`config.mk`:
```
export PLATFORM = sky130hd
export DESIGN_NAME = control_multiciclo_flat
export DESIGN_NICKNAME = d
export VERILOG_FILES = /design/src/rtl/control_multiciclo_pkg.sv /design/src/rtl/control_multiciclo_if.sv /design/src/rtl/control_multiciclo.sv /design/src/flat_wrapper.sv
export SDC_FILE = /design/constraint.sdc
export NUM_CORES = 1
export LEC_CHECK = 0
export ABC_AREA = 0
export CAP_MARGIN = 20
export CORE_MARGIN = 2
export CORE_UTILIZATION = 36
export DETAILED_ROUTE_END_ITERATION = 8
export GPL_TIMING_DRIVEN = 0
export PLACE_DENSITY = 0.75
export RECOVER_POWER = 25
export SLEW_MARGIN = 25
export SYNTH_ARGS = -nofsm -noshare
export SYNTH_HDL_FRONTEND = slang
export SYNTH_SLANG_ARGS = --single-unit
```
`constraint.sdc`:
```
create_clock -name clk -period 2.1 [get_ports clk]
set_input_delay 0.315 -clock clk [delete_from_list [all_inputs] [get_ports clk]]
set_output_delay 0.315 -clock clk [all_outputs]
set_load 0.01 [all_outputs]
```
`src/rtl/control_multiciclo_pkg.sv`:
```
// Shared encodings for the multi-cycle MIPS control FSM and the ALU control decoder.
// Optional jump support is enabled by defining CONTROL_JUMP_EN.
package control_multiciclo_pkg;

  localparam int OPCODE_W = 6;
  localparam int ALUOP_W  = 3;

  localparam logic [OPCODE_W-1:0] OP_RTYPE = 6'b000000;
  localparam logic [OPCODE_W-1:0] OP_LW    = 6'b100011;
  localparam logic [OPCODE_W-1:0] OP_SW    = 6'b101011;
  localparam logic [OPCODE_W-1:0] OP_BEQ   = 6'b000100;
  localparam logic [OPCODE_W-1:0] OP_ADDI  = 6'b001000;
  localparam logic [OPCODE_W-1:0] OP_ORI   = 6'b001101;
  localparam logic [OPCODE_W-1:0] OP_ANDI  = 6'b001100;
  localparam logic [OPCODE_W-1:0] OP_SLTI  = 6'b001010;
  localparam logic [OPCODE_W-1:0] OP_J     = 6'b000010;

  localparam logic [ALUOP_W-1:0] SW_LW   = 3'b000;
  localparam logic [ALUOP_W-1:0] BRANQ_E = 3'b001;
  localparam logic [ALUOP_W-1:0] TIPO_R  = 3'b010;
  localparam logic [ALUOP_W-1:0] ADDI    = 3'b011;
  localparam logic [ALUOP_W-1:0] ORI     = 3'b100;
  localparam logic [ALUOP_W-1:0] ANDI    = 3'b101;
  localparam logic [ALUOP_W-1:0] SLTI    = 3'b110;

  typedef enum logic [3:0] {
    S_IDLE     = 4'd0,
    S_FETCH    = 4'd1,
    S_DECODE   = 4'd2,
    S_EXEC_R   = 4'd3,
    S_WB_R     = 4'd4,
    S_EXEC_I   = 4'd5,
    S_WB_I     = 4'd6,
    S_MEM_ADDR = 4'd7,
    S_MEM_RD   = 4'd8,
    S_MEM_WR   = 4'd9,
    S_WB_MEM   = 4'd10,
`ifdef CONTROL_JUMP_EN
    S_JUMP     = 4'd12,
`endif
    S_BRANCH   = 4'd11
  } state_t;

  // Compact tag for the immediate ALU op, kept across EXEC_I
  typedef enum logic [1:0] {
    IMM_ADD = 2'd0,
    IMM_OR  = 2'd1,
    IMM_AND = 2'd2,
    IMM_SLT = 2'd3
  } imm_sel_t;

  function automatic imm_sel_t imm_sel_of(
    input logic [OPCODE_W-1:0] op
  );
    unique case (op)
      OP_ORI:  return IMM_OR;
      OP_ANDI: return IMM_AND;
      OP_SLTI: return IMM_SLT;
      default: return IMM_ADD;
    endcase
  endfunction

  function automatic logic [ALUOP_W-1:0] imm_alu_op(
    input imm_sel_t sel
  );
    unique case (sel)
      IMM_OR:  return ORI;
      IMM_AND: return ANDI;
      IMM_SLT: return SLTI;
      default: return ADDI;
    endcase
  endfunction

endpackage

```
`src/rtl/control_multiciclo_if.sv`:
```
// Control bundle between the multi-cycle FSM (master)
// and the datapath/memory (slave).
interface control_multiciclo_if;
  import control_multiciclo_pkg::*;

  logic [OPCODE_W-1:0] opcode;
  logic                mem_ready;
  logic                mem_req;
  logic                mem_we;
  logic                i_or_d;
  logic                ir_write;
  logic                pc_write;
  logic                pc_write_cond;
  logic [1:0]          pc_src;
  logic                alu_src_a;
  logic [1:0]          alu_src_b;
  logic [ALUOP_W-1:0]  alu_op;
  logic                reg_write;
  logic                reg_dst;
  logic                mem_to_reg;
  logic                illegal;

  modport master (
    input  opcode, mem_ready,
    output mem_req, mem_we, i_or_d, ir_write,
    output pc_write, pc_write_cond, pc_src,
    output alu_src_a, alu_src_b, alu_op,
    output reg_write, reg_dst, mem_to_reg, illegal
  );

  modport slave (
    output opcode, mem_ready,
    input  mem_req, mem_we, i_or_d, ir_write,
    input  pc_write, pc_write_cond, pc_src,
    input  alu_src_a, alu_src_b, alu_op,
    input  reg_write, reg_dst, mem_to_reg, illegal
  );
endinterface

```
`src/rtl/control_multiciclo.sv`:
```
// Multi-cycle MIPS main control FSM.
// Define CONTROL_JUMP_EN to add the j instruction (S_JUMP).
module control_multiciclo
  import control_multiciclo_pkg::*;
(
  input  logic                 clk,
  input  logic                 rst_n,
  control_multiciclo_if.master bus
);

  state_t   state, state_n;
  imm_sel_t imm_sel;
  logic     is_lw;
  logic     op_legal;

  always_comb begin
    op_legal = 1'b0;
    unique case (bus.opcode)
      OP_RTYPE, OP_LW, OP_SW, OP_BEQ,
      OP_ADDI, OP_ORI, OP_ANDI, OP_SLTI:
        op_legal = 1'b1;
`ifdef CONTROL_JUMP_EN
      OP_J: op_legal = 1'b1;
`endif
      default: op_legal = 1'b0;
    endcase
  end

  always_ff @(posedge clk or negedge rst_n) begin
    if (!rst_n) begin
      state   <= S_IDLE;
      imm_sel <= IMM_ADD;
      is_lw   <= 1'b0;
    end else begin
      state <= state_n;
      if (state == S_DECODE) begin
        imm_sel <= imm_sel_of(bus.opcode);
        is_lw   <= (bus.opcode == OP_LW);
      end
    end
  end

  always_comb begin
    state_n = S_IDLE;
    unique case (state)
      S_IDLE:   state_n = S_FETCH;
      S_FETCH:
        state_n = bus.mem_ready ? S_DECODE : S_FETCH;
      S_DECODE: begin
        unique case (bus.opcode)
          OP_RTYPE:        state_n = S_EXEC_R;
          OP_LW, OP_SW:    state_n = S_MEM_ADDR;
          OP_BEQ:          state_n = S_BRANCH;
          OP_ADDI, OP_ORI,
          OP_ANDI, OP_SLTI: state_n = S_EXEC_I;
`ifdef CONTROL_JUMP_EN
          OP_J:            state_n = S_JUMP;
`endif
          default:         state_n = S_FETCH;
        endcase
      end
      S_EXEC_R:   state_n = S_WB_R;
      S_WB_R:     state_n = S_FETCH;
      S_EXEC_I:   state_n = S_WB_I;
      S_WB_I:     state_n = S_FETCH;
      S_MEM_ADDR:
        state_n = is_lw ? S_MEM_RD : S_MEM_WR;
      S_MEM_RD:
        state_n = bus.mem_ready ? S_WB_MEM : S_MEM_RD;
      S_MEM_WR:
        state_n = bus.mem_ready ? S_FETCH : S_MEM_WR;
      S_WB_MEM:   state_n = S_FETCH;
      S_BRANCH:   state_n = S_FETCH;
`ifdef CONTROL_JUMP_EN
      S_JUMP:     state_n = S_FETCH;
`endif
      default:    state_n = S_IDLE;
    endcase
  end

  always_comb begin
    bus.mem_req       = 1'b0;
    bus.mem_we        = 1'b0;
    bus.i_or_d        = 1'b0;
    bus.ir_write      = 1'b0;
    bus.pc_write      = 1'b0;
    bus.pc_write_cond = 1'b0;
    bus.pc_src        = 2'b00;
    bus.alu_src_a     = 1'b0;
    bus.alu_src_b     = 2'b00;
    bus.alu_op        = SW_LW;
    bus.reg_write     = 1'b0;
    bus.reg_dst       = 1'b0;
    bus.mem_to_reg    = 1'b0;
    bus.illegal       = 1'b0;
    unique case (state)
      S_FETCH: begin
        bus.mem_req   = 1'b1;
        bus.alu_src_b = 2'b01;
        bus.ir_write  = bus.mem_ready;
        bus.pc_write  = bus.mem_ready;
      end
      S_DECODE: begin
        bus.alu_src_b = 2'b11;
        bus.illegal   = !op_legal;
      end
      S_EXEC_R: begin
        bus.alu_src_a = 1'b1;
        bus.alu_op    = TIPO_R;
      end
      S_WB_R: begin
        bus.reg_write = 1'b1;
        bus.reg_dst   = 1'b1;
      end
      S_EXEC_I: begin
        bus.alu_src_a = 1'b1;
        bus.alu_src_b = 2'b10;
        bus.alu_op    = imm_alu_op(imm_sel);
      end
      S_WB_I:   bus.reg_write = 1'b1;
      S_MEM_ADDR: begin
        bus.alu_src_a = 1'b1;
        bus.alu_src_b = 2'b10;
      end
      S_MEM_RD: begin
        bus.mem_req = 1'b1;
        bus.i_or_d  = 1'b1;
      end
      S_MEM_WR: begin
        bus.mem_req = 1'b1;
        bus.mem_we  = 1'b1;
        bus.i_or_d  = 1'b1;
      end
      S_WB_MEM: begin
        bus.reg_write  = 1'b1;
        bus.mem_to_reg = 1'b1;
      end
      S_BRANCH: begin
        bus.alu_src_a     = 1'b1;
        bus.alu_op        = BRANQ_E;
        bus.pc_write_cond = 1'b1;
        bus.pc_src        = 2'b01;
      end
`ifdef CONTROL_JUMP_EN
      S_JUMP: begin
        bus.pc_write = 1'b1;
        bus.pc_src   = 2'b10;
      end
`endif
      default: ;
    endcase
  end

endmodule

```
`src/flat_wrapper.sv`:
```
// flat-port wrapper written by rule: the top's interface ports become plain ports
module control_multiciclo_flat import control_multiciclo_pkg::*;
  (clk, rst_n, bus_opcode, bus_mem_ready, bus_mem_req, bus_mem_we, bus_i_or_d, bus_ir_write, bus_pc_write, bus_pc_write_cond, bus_pc_src, bus_alu_src_a, bus_alu_src_b, bus_alu_op, bus_reg_write, bus_reg_dst, bus_mem_to_reg, bus_illegal);
  control_multiciclo_if bus_i ();
  input  logic clk;
  input  logic rst_n;
  input wire logic [$bits(bus_i.opcode)-1:0] bus_opcode;
  input wire logic [$bits(bus_i.mem_ready)-1:0] bus_mem_ready;
  output wire logic [$bits(bus_i.mem_req)-1:0] bus_mem_req;
  output wire logic [$bits(bus_i.mem_we)-1:0] bus_mem_we;
  output wire logic [$bits(bus_i.i_or_d)-1:0] bus_i_or_d;
  output wire logic [$bits(bus_i.ir_write)-1:0] bus_ir_write;
  output wire logic [$bits(bus_i.pc_write)-1:0] bus_pc_write;
  output wire logic [$bits(bus_i.pc_write_cond)-1:0] bus_pc_write_cond;
  output wire logic [$bits(bus_i.pc_src)-1:0] bus_pc_src;
  output wire logic [$bits(bus_i.alu_src_a)-1:0] bus_alu_src_a;
  output wire logic [$bits(bus_i.alu_src_b)-1:0] bus_alu_src_b;
  output wire logic [$bits(bus_i.alu_op)-1:0] bus_alu_op;
  output wire logic [$bits(bus_i.reg_write)-1:0] bus_reg_write;
  output wire logic [$bits(bus_i.reg_dst)-1:0] bus_reg_dst;
  output wire logic [$bits(bus_i.mem_to_reg)-1:0] bus_mem_to_reg;
  output wire logic [$bits(bus_i.illegal)-1:0] bus_illegal;
  assign bus_i.opcode = bus_opcode;
  assign bus_i.mem_ready = bus_mem_ready;
  assign bus_mem_req = bus_i.mem_req;
  assign bus_mem_we = bus_i.mem_we;
  assign bus_i_or_d = bus_i.i_or_d;
  assign bus_ir_write = bus_i.ir_write;
  assign bus_pc_write = bus_i.pc_write;
  assign bus_pc_write_cond = bus_i.pc_write_cond;
  assign bus_pc_src = bus_i.pc_src;
  assign bus_alu_src_a = bus_i.alu_src_a;
  assign bus_alu_src_b = bus_i.alu_src_b;
  assign bus_alu_op = bus_i.alu_op;
  assign bus_reg_write = bus_i.reg_write;
  assign bus_reg_dst = bus_i.reg_dst;
  assign bus_mem_to_reg = bus_i.mem_to_reg;
  assign bus_illegal = bus_i.illegal;
  control_multiciclo u_core (.clk(clk), .rst_n(rst_n), .bus(bus_i));
endmodule
```
---- Word level (Yosys, flattened, before mapping) ----
Index checks and enable logic that the tools add are counted.
Widths: inputs -> output; s select.
word-level totals
  bits in registers ....................... 7
  latch bits .............................. 0
  bits in writable memories ............... 0
  bits in read-only memories .............. 0
  input bits .............................. 9
  output and inout port bits .............. 18
  logic and storage cells ................. 58
  memories ................................ 0
operators by class
  $add $sub $neg .......................... 0
  $mul .................................... 0
  div/mod/pow operators ................... 0
  magnitude comparators ................... 0
  equal/unequal tests ..................... 21
  shift-type cells ........................ 0
  multiplexer cells ....................... 22
  bitwise logic cells ..................... 0
  reductions and logical operators ........ 12
operators with widths
  kind                count
  $pmux 4 s8          1
  $eq 6x4->1 const B  4
  $pmux 3 s3          2
  $eq 4x3->1 const B  4
  $eq 4x4->1 const B  4
  $pmux 4 s4          1
  $mux 1              13
  $eq 6x6->1 const B  2
  $pmux 2 s3          2
  $eq 4x2->1 const B  2
  $reduce_or 4->1     2
  $reduce_or 8->1     1
  $eq 6x3->1 const B  1
  $logic_not 6->1     1
  $reduce_or 2->1     3
  $reduce_or 3->1     2
  $reduce_or 5->1     1
  $eq 2x2->1 const B  2
  $eq 4x1->1 const B  1
  $logic_not 4->1     1
  $mux 2              2
  $mux 4              1
  $eq 2x1->1 const B  1
  $logic_not 1->1     1

---- Logic depth before layout (Yosys ltp) ----
Gate-level depths: netlist (run 1).
  depth in word-level cells ............... 5
  depth in mapped cells ................... 5
  mapped depth without buffers ............ 4

---- Least setup slack after synthesis (run 1) ----
OpenSTA, ideal clock, no wires.
  kind .................................... flip-flop to output port
  start point ............................. reg u_core.state[1]
  end point ............................... out bus_pc_write
  arrival time ............................ 1411 ps
  required time ........................... 1785 ps
  setup slack ............................. 374 ps
  stages on the path, launching flop included .. 4
  path buffers ............................ 1
  cells stage by stage .................... dfrtp_1 -> nand2b_1 -> nor4b_1 -> buf_4
on the way
  longest elaborated chain between the ends .. 2
ends and longest elaborated chain
  what                      line                      RTL
  start: declaration        control_multiciclo.sv:11  state_t state, state_n;
  start signal: assignment  control_multiciclo.sv:35  state <= state_n;
  $eq 4x1->1                --
  $mux 1                    --
  end: declaration          flat_wrapper.sv:13        output wire logic [$bits(bus_i.pc_write)-1:0] bus_pc_write;
Every way passes these cells.

---- Worst setup path after layout (run 1) ----
  start point ............................. reg u_core.state[1]
  end point ............................... out bus_pc_src[0]
on the way
  longest elaborated chain between the ends .. 2
ends and longest elaborated chain
  what              line                      RTL
  $eq 4x4->1        control_multiciclo.sv:96  unique case (state)
  $mux 1            control_multiciclo.sv:96
  end: declaration  flat_wrapper.sv:15        output wire logic [$bits(bus_i.pc_src)-1:0] bus_pc_src;
Every way passes these cells.

==> results.toml, run 1 <==
[critical_path]
r2r_slack_ns = 0.58
start_kind = "flip-flop"
worst_path_max_delay_cell = "clkdlybuf4s50_1"
end_kind = "output port"
worstPathMaxFanout = 10
crit_top_cell = "buf_4"
cp_num_buf_inv = 3
reg2reg_from = "u_core.state[0]"
cpPeakStageDelay_ns = 0.52
cp.required_ns = 1.78
crit_path_cell_trace = "buf_4 > nand2_1 > nor2_1 > buf_4 > clkdlybuf4s50_1"
arrival_ns = 1.74
rr_endpoint = "u_core.imm_sel[1]"
crit_family = "buffers and inverters"
path_class = "flip-flop to output port"
rr_worst_depth = 4

[clock_network]
clockBufferDepth = 2
cts_buffers = 3
numClockSinks = 7
hold_buffers = 0
cts.htree.levels = 1
path_clk_slew_ns = 0.05
worst_skew_pair.late_latency_ns = 0.25
cts_tree = "done"
clockRootBuffer = "clkbuf_4"

[power_and_ir_drop]
vdd_ir_drop_max_v = 0.000654
p_leak_nw = 0.482
p_int_mw = 0.690
p_seq_share_pct = 20.8
cellPowerDensity_nw_per_um2 = 1150
switchingPower_mw = 0.513
p_comb_share_pct = 69.2
clkPwrFrac_pct = 10.1
switching_share_pct = 42.6

[routing]
post-route-drc-count = 0
ant_nets = 0
drt_wl_total_um = 1800
dr.pass1.iters = 4
drt-vias-per-instance = 5.02
drt_iter0_markers = 7
vias = 733
wire_per_inst_um = 12.3

[sta]
timing.fmax_mhz = 487
post-route-period-util_pct = 97.7
setup_violations = 0
worst_clock_skew_ns = 0.000425
slew_viol_final = 0
holdWs_ns = 0.397
finalHoldViolations = 0
post-route-min-period_ns = 2.05

[global_route]
track_usage_pct = 18.0
grt_first_pass_wirelength_um = 2750
overflow = 0
grt_max_degree = 11
grt_pass1_vias = 667
antenna_found_initial = 0

[worst_hold_path]
worstHoldPathType = "input port to asynchronous set/reset pin"

[yosys]
synth-edff-count = 0
avgSynthCellArea_sq_um = 7.37
yosys_most_used_dff = "dfrtp_1"
synth.net_count = 99
yosysTopAreaCellShare_pct = 27.0
yosys.area_share.simple_pct = 35.7
async_reset_ff_share_pct = 100
synth_compound_area_share_pct = 21.6
synthTopCellsByArea = "dfrtp_1 27%, nor2_1 8.1%, nand2_1 5.2%"
postSynthCellCount = 88
synth_xor_area_share_pct = 1.35
synth_adder_area_share_pct = 3.86
synth.ff_latch_count = 7
yosysTopAreaCell = "dfrtp_1"
synth_top_family_by_area = "simple AND/OR/NAND/NOR gates"
yosysUniqueCellTypes = 35
muxShareOfSynthArea_pct = 1.74
yosysMostFrequentCell = "nor2_1"
ys_warn_count = 0
ys_top_cells_by_count = "14 x nor2_1, 9 x nand2_1, 7 x dfrtp_1, 5 x a21oi_1, 5 x nor3_1"
synth_area_sq_um = 648
ys_seq_area_share_pct = 27.0

[floorplanning]
dieHeight_um = 46.4
num_rows = 15
num_io_pins = 27
dieWidth_um = 46.4
start_util_pct = 37.9
core_area_sq_um = 1710
dieArea_sq_um = 2160

[job]
max_cap_violations = 0

[placement]
port_buffers = 25
gp_congestion = 0.844
hpwl_um = 1310

[layout]
fin_nets = 133
layout-drive-gt1-share_pct = 21.5
final_util_pct = 61.5
area_growth_pct = 62.0
antenna_cells = 0

[run_status]
status = "completed"
[cell type report]
class                      instances  area (sq um)
fill                             144           658
multi-input combinational         70           463
timing repair buffer              29           278
sequential                         7           178
buffer                             7          58.8
tap                               25          31.3
clock buffer                       4          26.3
inverter                           4          15.0
[timing repair]
action,in CTS,in global routing
pin swaps,1,1
buffers inserted,0,4
setup endpoints to repair,13,5
gates resized for setup,24,8
[layer usage]
layer  up-vias  global-route usage, %  part of all wire, %  routed length, um
met2        21                   28.3                   49                885
li1        372                      -                    -                  -
met4         0                   4.57                    0                  0
met3         0                   7.45                  5.5                 99
met5         -                      0                    0                  0
met1       340                   22.6                   45                813
[stage by stage]
stage	setup slack (ns)	instance area (sq um)	power [mW]	setup TNS, ns	instances
2_1_floorplan	0.374	648	0.670	0	88
4_1_cts	0.00176	997	1.16	0	142
3_3_place_gp	-0.301	930	0.971	-0.412	138
6_report	0.0473	1050	1.20	0	146
3_5_place_dp	-0.309	930	0.985	-0.514	138
5_1_grt	-0.00322	1050	1.30	-0.00322	146
[worst max-delay path by stage]
stage / start / endpoint / slack [ns] / depth (start not counted)
CTS: u_core.state[0] / bus_pc_src[0] / 0.002 / 5
finish: u_core.state[1] / bus_pc_src[0] / 0.05 / 5
global route: u_core.state[1] / bus_pc_src[0] / -0.003 / 5
global placement: bus_opcode[0] / bus_illegal / -0.30 / 5
detailed placement: bus_opcode[0] / bus_illegal / -0.31 / 5
floorplan: u_core.state[1] / bus_pc_write / 0.37 / 3
[state kept, by name, indices dropped and copies added (netlist names)]
register        flops
u_core.imm_sel      2
u_core.is_lw        1
u_core.state        4
[power by group through the flow]
| stage | combinational [mW] | sequential [mW] | clock (mW) |
|---|---|---|---|
| 2_1_floorplan | 0.441 | 0.229 | 0 |
| 3_3_place_gp | 0.732 | 0.239 | 0 |
| 3_5_place_dp | 0.742 | 0.243 | 0 |
| 4_1_cts | 0.780 | 0.253 | 0.125 |
| 5_1_grt | 0.917 | 0.253 | 0.132 |
| 6_report | 0.832 | 0.250 | 0.121 |
[placed cells by master (no fill, tap or decap), drive strengths merged, types with 2 or more instances in the layout]
cell / synthesis / layout
clkdlybuf4s50: 0 / 14
nor2: 14 / 14
buf: 3 / 10
nand2: 9 / 9
dfrtp: 7 / 7
dlygate4sd2: 0 / 6
clkbuf: 4 / 6
a21oi: 5 / 5
nor3: 5 / 5
nand2b: 5 / 5
inv: 4 / 4
o21ai: 4 / 4
dlymetal6s2s: 0 / 3
o22ai: 3 / 3
o211ai: 2 / 2
nand3: 2 / 2
ha: 2 / 2
or3: 2 / 2
[worst reg2reg max path: cells and delay by family (launching register included)]
family             cells  cell delay [ns]
AOI/OAI and AO/OA      1             0.19
DFF                    1             0.45
and+or+nand+nor        3             0.80
[cell families after synthesis]
logic type                 Yosys count
buffers and inverters               11
muxes                                1
xor gates and xnor gates             1
and+or+nand+nor                     44
AOI/OAI and AO/OA                   21
adders and majority gates            2
other                                1
DFF                                  7
Power figures use the tool's default switching activity.
==> run 2, diff against run 1 <==
--- a/config.mk
+++ b/config.mk
@@ -14,3 +14,3 @@
 export PLACE_DENSITY = 0.75
-export RECOVER_POWER = 25
+export RECOVER_POWER = 50
 export SLEW_MARGIN = 25
--- a/constraint.sdc
+++ b/constraint.sdc
@@ -3,2 +3,2 @@
 set_output_delay 0.315 -clock clk [all_outputs]
-set_load 0.01 [all_outputs]
+set_load 0.02 [all_outputs]
==> results.toml, run 2 (synthesis results as in run 1) <==
[run_status]
status = "completed"

[layout]
layout-drive-gt1-share_pct = 16.1
fin_nets = 130
largest_register_ffs = 4
mostFrequentLayoutCells = "14 x nor2_1, 9 x nand2_1, 7 x clkdlybuf4s50_1, 7 x dlygate4sd2_1"
seq_area_sq_um = 178
fillers = 156
final_util_pct = 57.1
largest_register = "u_core.state"
area_growth_pct = 50.4
layout.cells.most_common = "nor2_1"
reg.largest.list = "u_core.state: 4 flops, u_core.imm_sel: 2 flops, u_core.is_lw: 1 flops"
multi_input_area_sq_um = 427
antenna_cells = 0

[critical_path]
crit_path_cell_trace = "inv_1 > ha_1 > or3_1 > a21oi_1 > clkdlybuf4s15_1"
worstPathMaxFanout = 2
path_class = "flip-flop to output port"
r2r_slack_ns = 0.57
end_kind = "output port"
rr_endpoint = "u_core.imm_sel[1]"
reg2reg_from = "u_core.state[0]"
crit_family = "buffers and inverters"
cpPeakStageDelay_ns = 0.37
arrival_ns = 1.69
cp.required_ns = 1.78
cp_num_buf_inv = 2
worst_path_max_delay_cell = "dfrtp_1"
start_kind = "flip-flop"
rr_worst_depth = 4

[sta]
post-route-min-period_ns = 2.01
timing.fmax_mhz = 498
post-route-period-util_pct = 95.7
rsz0062_at_grt = "no"
worst_clock_skew_ns = 0.000443
slew_viol_final = 0
setup_violations = 0
finalHoldViolations = 0
final.setup.worst_slack_ns = 0.0906

[floorplanning]
num_rows = 15
dieArea_sq_um = 2160
core_area_sq_um = 1710
num_io_pins = 27
dieHeight_um = 46.4
dieWidth_um = 46.4
start_util_pct = 37.9

[power_and_ir_drop]
p_leak_nw = 0.515
cellPowerDensity_nw_per_um2 = 1180
vdd_ir_drop_max_v = 0.000652

[clock_network]
cts_tree = "done"
worst_skew_pair.late_latency_ns = 0.25
numClockSinks = 7
clockRootBuffer = "clkbuf_4"
cts_buffers = 3
clockBufferDepth = 2
path_clk_slew_ns = 0.05
cts.htree.levels = 1

[placement]
port_buffers = 25
hpwl_um = 1310
gp_congestion = 0.844
place_ws_ns = -0.369

[global_route]
met3_usage_pct = 7.06
grt_pass1_vias = 638
antenna_found_initial = 0
grt_max_degree = 11
track_usage_pct = 17.7
top_usage_layer = "met2"
met2_usage_pct = 27.5
overflow = 0
grt_first_pass_wirelength_um = 2670
grtUsageMet1_pct = 23.1

[job]
max_cap_violations = 0

[worst_hold_path]
worstHoldPathType = "input port to asynchronous set/reset pin"

[routing]
dr.pass1.iters = 4
drt_wl_total_um = 1640
ant_nets = 0
drt_iter0_markers = 11
drt-vias-per-instance = 5.00
post-route-drc-count = 0
wire_per_inst_um = 11.5
vias = 715
## run 2: area by class of cell
type	count	area share, %
Buffer	7	5.13
Clock buffer	4	2.70
Inverter	4	1.54
Multi-Input combinational cell	70	43.8
Sequential cell	7	18.2
Tap cell	25	3.21
Timing Repair Buffer	26	25.4
## run 2: what timing repair did
| item | 4_1_cts | 5_1_grt |
|---|---|---|
| endpoints found under the setup margin | 14 | 10 |
| setup buffers | 0 | 1 |
| hold buffers | 0 | 0 |
| resized for setup | 21 | 15 |
| pin swaps | 0 | 2 |
## run 2: through the flow
step	instance area (sq um)	setup TNS, ns	std cells	hold WS (ns)	power [mW]
2_1_floorplan	648	0	88	0.0194	0.752
3_3_place_gp	930	-0.607	138	0.508	1.05
3_5_place_dp	930	-0.724	138	0.510	1.07
4_1_cts	966	0	142	0.328	1.18
5_1_grt	975	0	143	0.417	1.25
6_report	975	0	143	0.393	1.15
## run 2: worst max path at each step
stage / slack [ns] / from / to / depth (start not counted)
finish: 0.09 / u_core.imm_sel[1] / bus_alu_op[1] / 5
global route: 0.005 / u_core.state[2] / bus_alu_src_a / 5
CTS: 0.02 / bus_opcode[3] / bus_illegal / 5
detailed placement: -0.37 / bus_opcode[0] / bus_illegal / 5
global placement: -0.36 / bus_opcode[0] / bus_illegal / 5
floorplan: 0.03 / u_core.state[1] / bus_pc_write / 3
## run 2: where the power goes
group | internal, mW | total, mW | switching, mW
logic | 0.331 | 0.785 | 0.454
registers | 0.189 | 0.246 | 0.0574
clock network | 0.0724 | 0.120 | 0.0479
## run 2: metal layers
layer  vias up  routed length (um)
li1        366                   -
met1       330                 742
met2        19                 814
met3         0                  85
met4         0                   0
met5         -                   0
==> run 3, diff against run 2 <==
Settings changed: SLEW_MARGIN 25 to 10.
Clock period 2.1 ns to 2.05 ns, I/O delays scaled along.
==> results.toml, run 3 (synthesis results as in run 1) <==
[global_route]
grt_pass1_vias = 656
grt_first_pass_wirelength_um = 2710
grt_max_degree = 11
overflow = 0
track_usage_pct = 17.5
antenna_found_initial = 0

[layout]
layout-drive-gt1-share_pct = 17.9
final_util_pct = 56.4
layout.cells.most_common = "nor2_1"
mostFrequentLayoutCells = "13 x nor2_1, 11 x dlygate4sd2_1, 9 x nand2_1, 7 x clkdlybuf4s50_1, 6 x clkbuf_4"
fin_nets = 129
largest_register_ffs = 4
reg.largest.list = "u_core.state: 4 flops, u_core.imm_sel: 2 flops, u_core.is_lw: 1 flops"
antenna_cells = 0
area_growth_pct = 48.6
largest_register = "u_core.state"

[critical_path]
cp_num_buf_inv = 1
worst_path_max_delay_cell = "clkdlybuf4s50_1"
r2r_slack_ns = 0.50
arrival_ns = 1.65
reg2reg_from = "u_core.state[0]"
rr_endpoint = "u_core.imm_sel[1]"
crit_path_start = "u_core.state[1]"
end_kind = "output port"
path_class = "flip-flop to output port"
crit_family = "buffers and inverters"
worstPathMaxFanout = 6
rr_worst_depth = 4
cpPeakStageDelay_ns = 0.60
cp.required_ns = 1.74
start_kind = "flip-flop"
crit_path_cell_trace = "nand2b_2 > nor2_1 > clkdlybuf4s50_1"

[clock_network]
clockBufferDepth = 2
post_cts_buffers = 0
clockRootBuffer = "clkbuf_4"
numClockSinks = 7
hold_buffers = 0
cts.htree.levels = 1
worst_skew_pair.late_latency_ns = 0.25
cts_tree = "done"
cts_buffers = 3
path_clk_slew_ns = 0.05

[worst_hold_path]
worstHoldPathType = "input port to asynchronous set/reset pin"

[placement]
place_ws_ns = -0.390
port_buffers = 25
gp_congestion = 0.850
hpwl_um = 1290

[routing]
post-route-drc-count = 0
dr.pass1.iters = 4
drt_wl_total_um = 1620
wire_per_inst_um = 11.4
drt_iter0_markers = 20
vias = 719
ant_nets = 0
drt-vias-per-instance = 5.06

[sta]
final.setup.worst_slack_ns = 0.0921
slew_viol_final = 0
timing.fmax_mhz = 511
post-route-period-util_pct = 95.5
rsz0062_at_grt = "no"
setup_violations = 0
worst_clock_skew_ns = 0.00667
finalHoldViolations = 0
fin_setup_tns_ns = 0
post-route-min-period_ns = 1.96

[power_and_ir_drop]
switching_share_pct = 48.6
vdd_ir_drop_max_v = 0.000589
cellPowerDensity_nw_per_um2 = 1240
p_leak_nw = 0.465
p_int_mw = 0.613
clkPwrFrac_pct = 10.3
p_seq_share_pct = 21.2
switchingPower_mw = 0.579
power_mw = 1.19
p_comb_share_pct = 68.5

[floorplanning]
dieHeight_um = 46.4
dieWidth_um = 46.4
core_area_sq_um = 1710
start_util_pct = 37.9
num_rows = 15
num_io_pins = 27
dieArea_sq_um = 2160

[job]
max_cap_violations = 0

[run_status]
status = "completed"
run 3: cell types whose count changed in the layout (fill, tap and decap cells not counted):
cell,change
o21ai_0,-1
dlymetal6s2s_1,-4
nor2_1,-1
nor2_2,+1
nor4b_4,+1
nand2b_2,+1
nor4b_2,-1
nand2b_1,-1
clkdlybuf4s15_1,-1
dlygate4sd2_1,+4
o21ai_1,+1
run 3: worst max path at each step:
stage / to / slack, ns / depth (start not counted)
after floorplan: bus_illegal / 0.30 / 3
after global placement: bus_illegal / -0.40 / 5
after detailed placement: bus_illegal / -0.39 / 5
after CTS: bus_illegal / -0.02 / 5
after global routing: bus_illegal / 0.007 / 4
final: bus_mem_we / 0.09 / 3
run 3: repair_timing:
item                       CTS  global route
gates cloned                 0             0
resized for setup           26            10
setup endpoints to repair   15             6
run 3: worst reg2reg max path, stage by stage (launching register included):
cell and delay (ns):
dfrtp_2 0.45, nand2b_4 0.18, or3_4 0.35, or2_0 0.27, o32ai_2 0.20
run 3: power groups by stage:
stage               Clock [mW]  Combinational (mW)  Sequential, mW
finish                   0.123               0.816           0.252
global route             0.137               0.902           0.263
CTS                      0.128               0.817           0.250
detailed placement           0               0.851           0.248
global placement             0               0.841           0.244
floorplan                    0               0.543           0.234
run 3: layout make-up:
class / instances / area [sq um]
Timing Repair Buffer: 25 / 223
Clock buffer: 4 / 26.3
Multi-Input combinational cell: 70 / 440
Inverter: 4 / 15.0
Buffer: 7 / 50.0
Tap cell: 25 / 31.3
Sequential cell: 7 / 178
Fill cell: 158 / 744
run 3: metrics by stage:
| stage | area, sq um | hold WS, ns | instances |
|---|---|---|---|
| 2_1_floorplan | 654 | 0.0119 | 88 |
| 4_1_cts | 965 | 0.326 | 142 |
| 3_5_place_dp | 936 | 0.507 | 138 |
| 5_1_grt | 963 | 0.418 | 142 |
| 6_report | 963 | 0.390 | 142 |
| 3_3_place_gp | 936 | 0.507 | 138 |
run 3: per-layer routing:
| layer | wire [um] | track usage (%) | vias up |
|---|---|---|---|
| met5 | 0 | 0 | - |
| met4 | 0 | 1.71 | 0 |
| met3 | 87 | 7.06 | 0 |
| met2 | 812 | 28.1 | 17 |
| met1 | 722 | 22.7 | 336 |
| li1 | - | - | 366 |
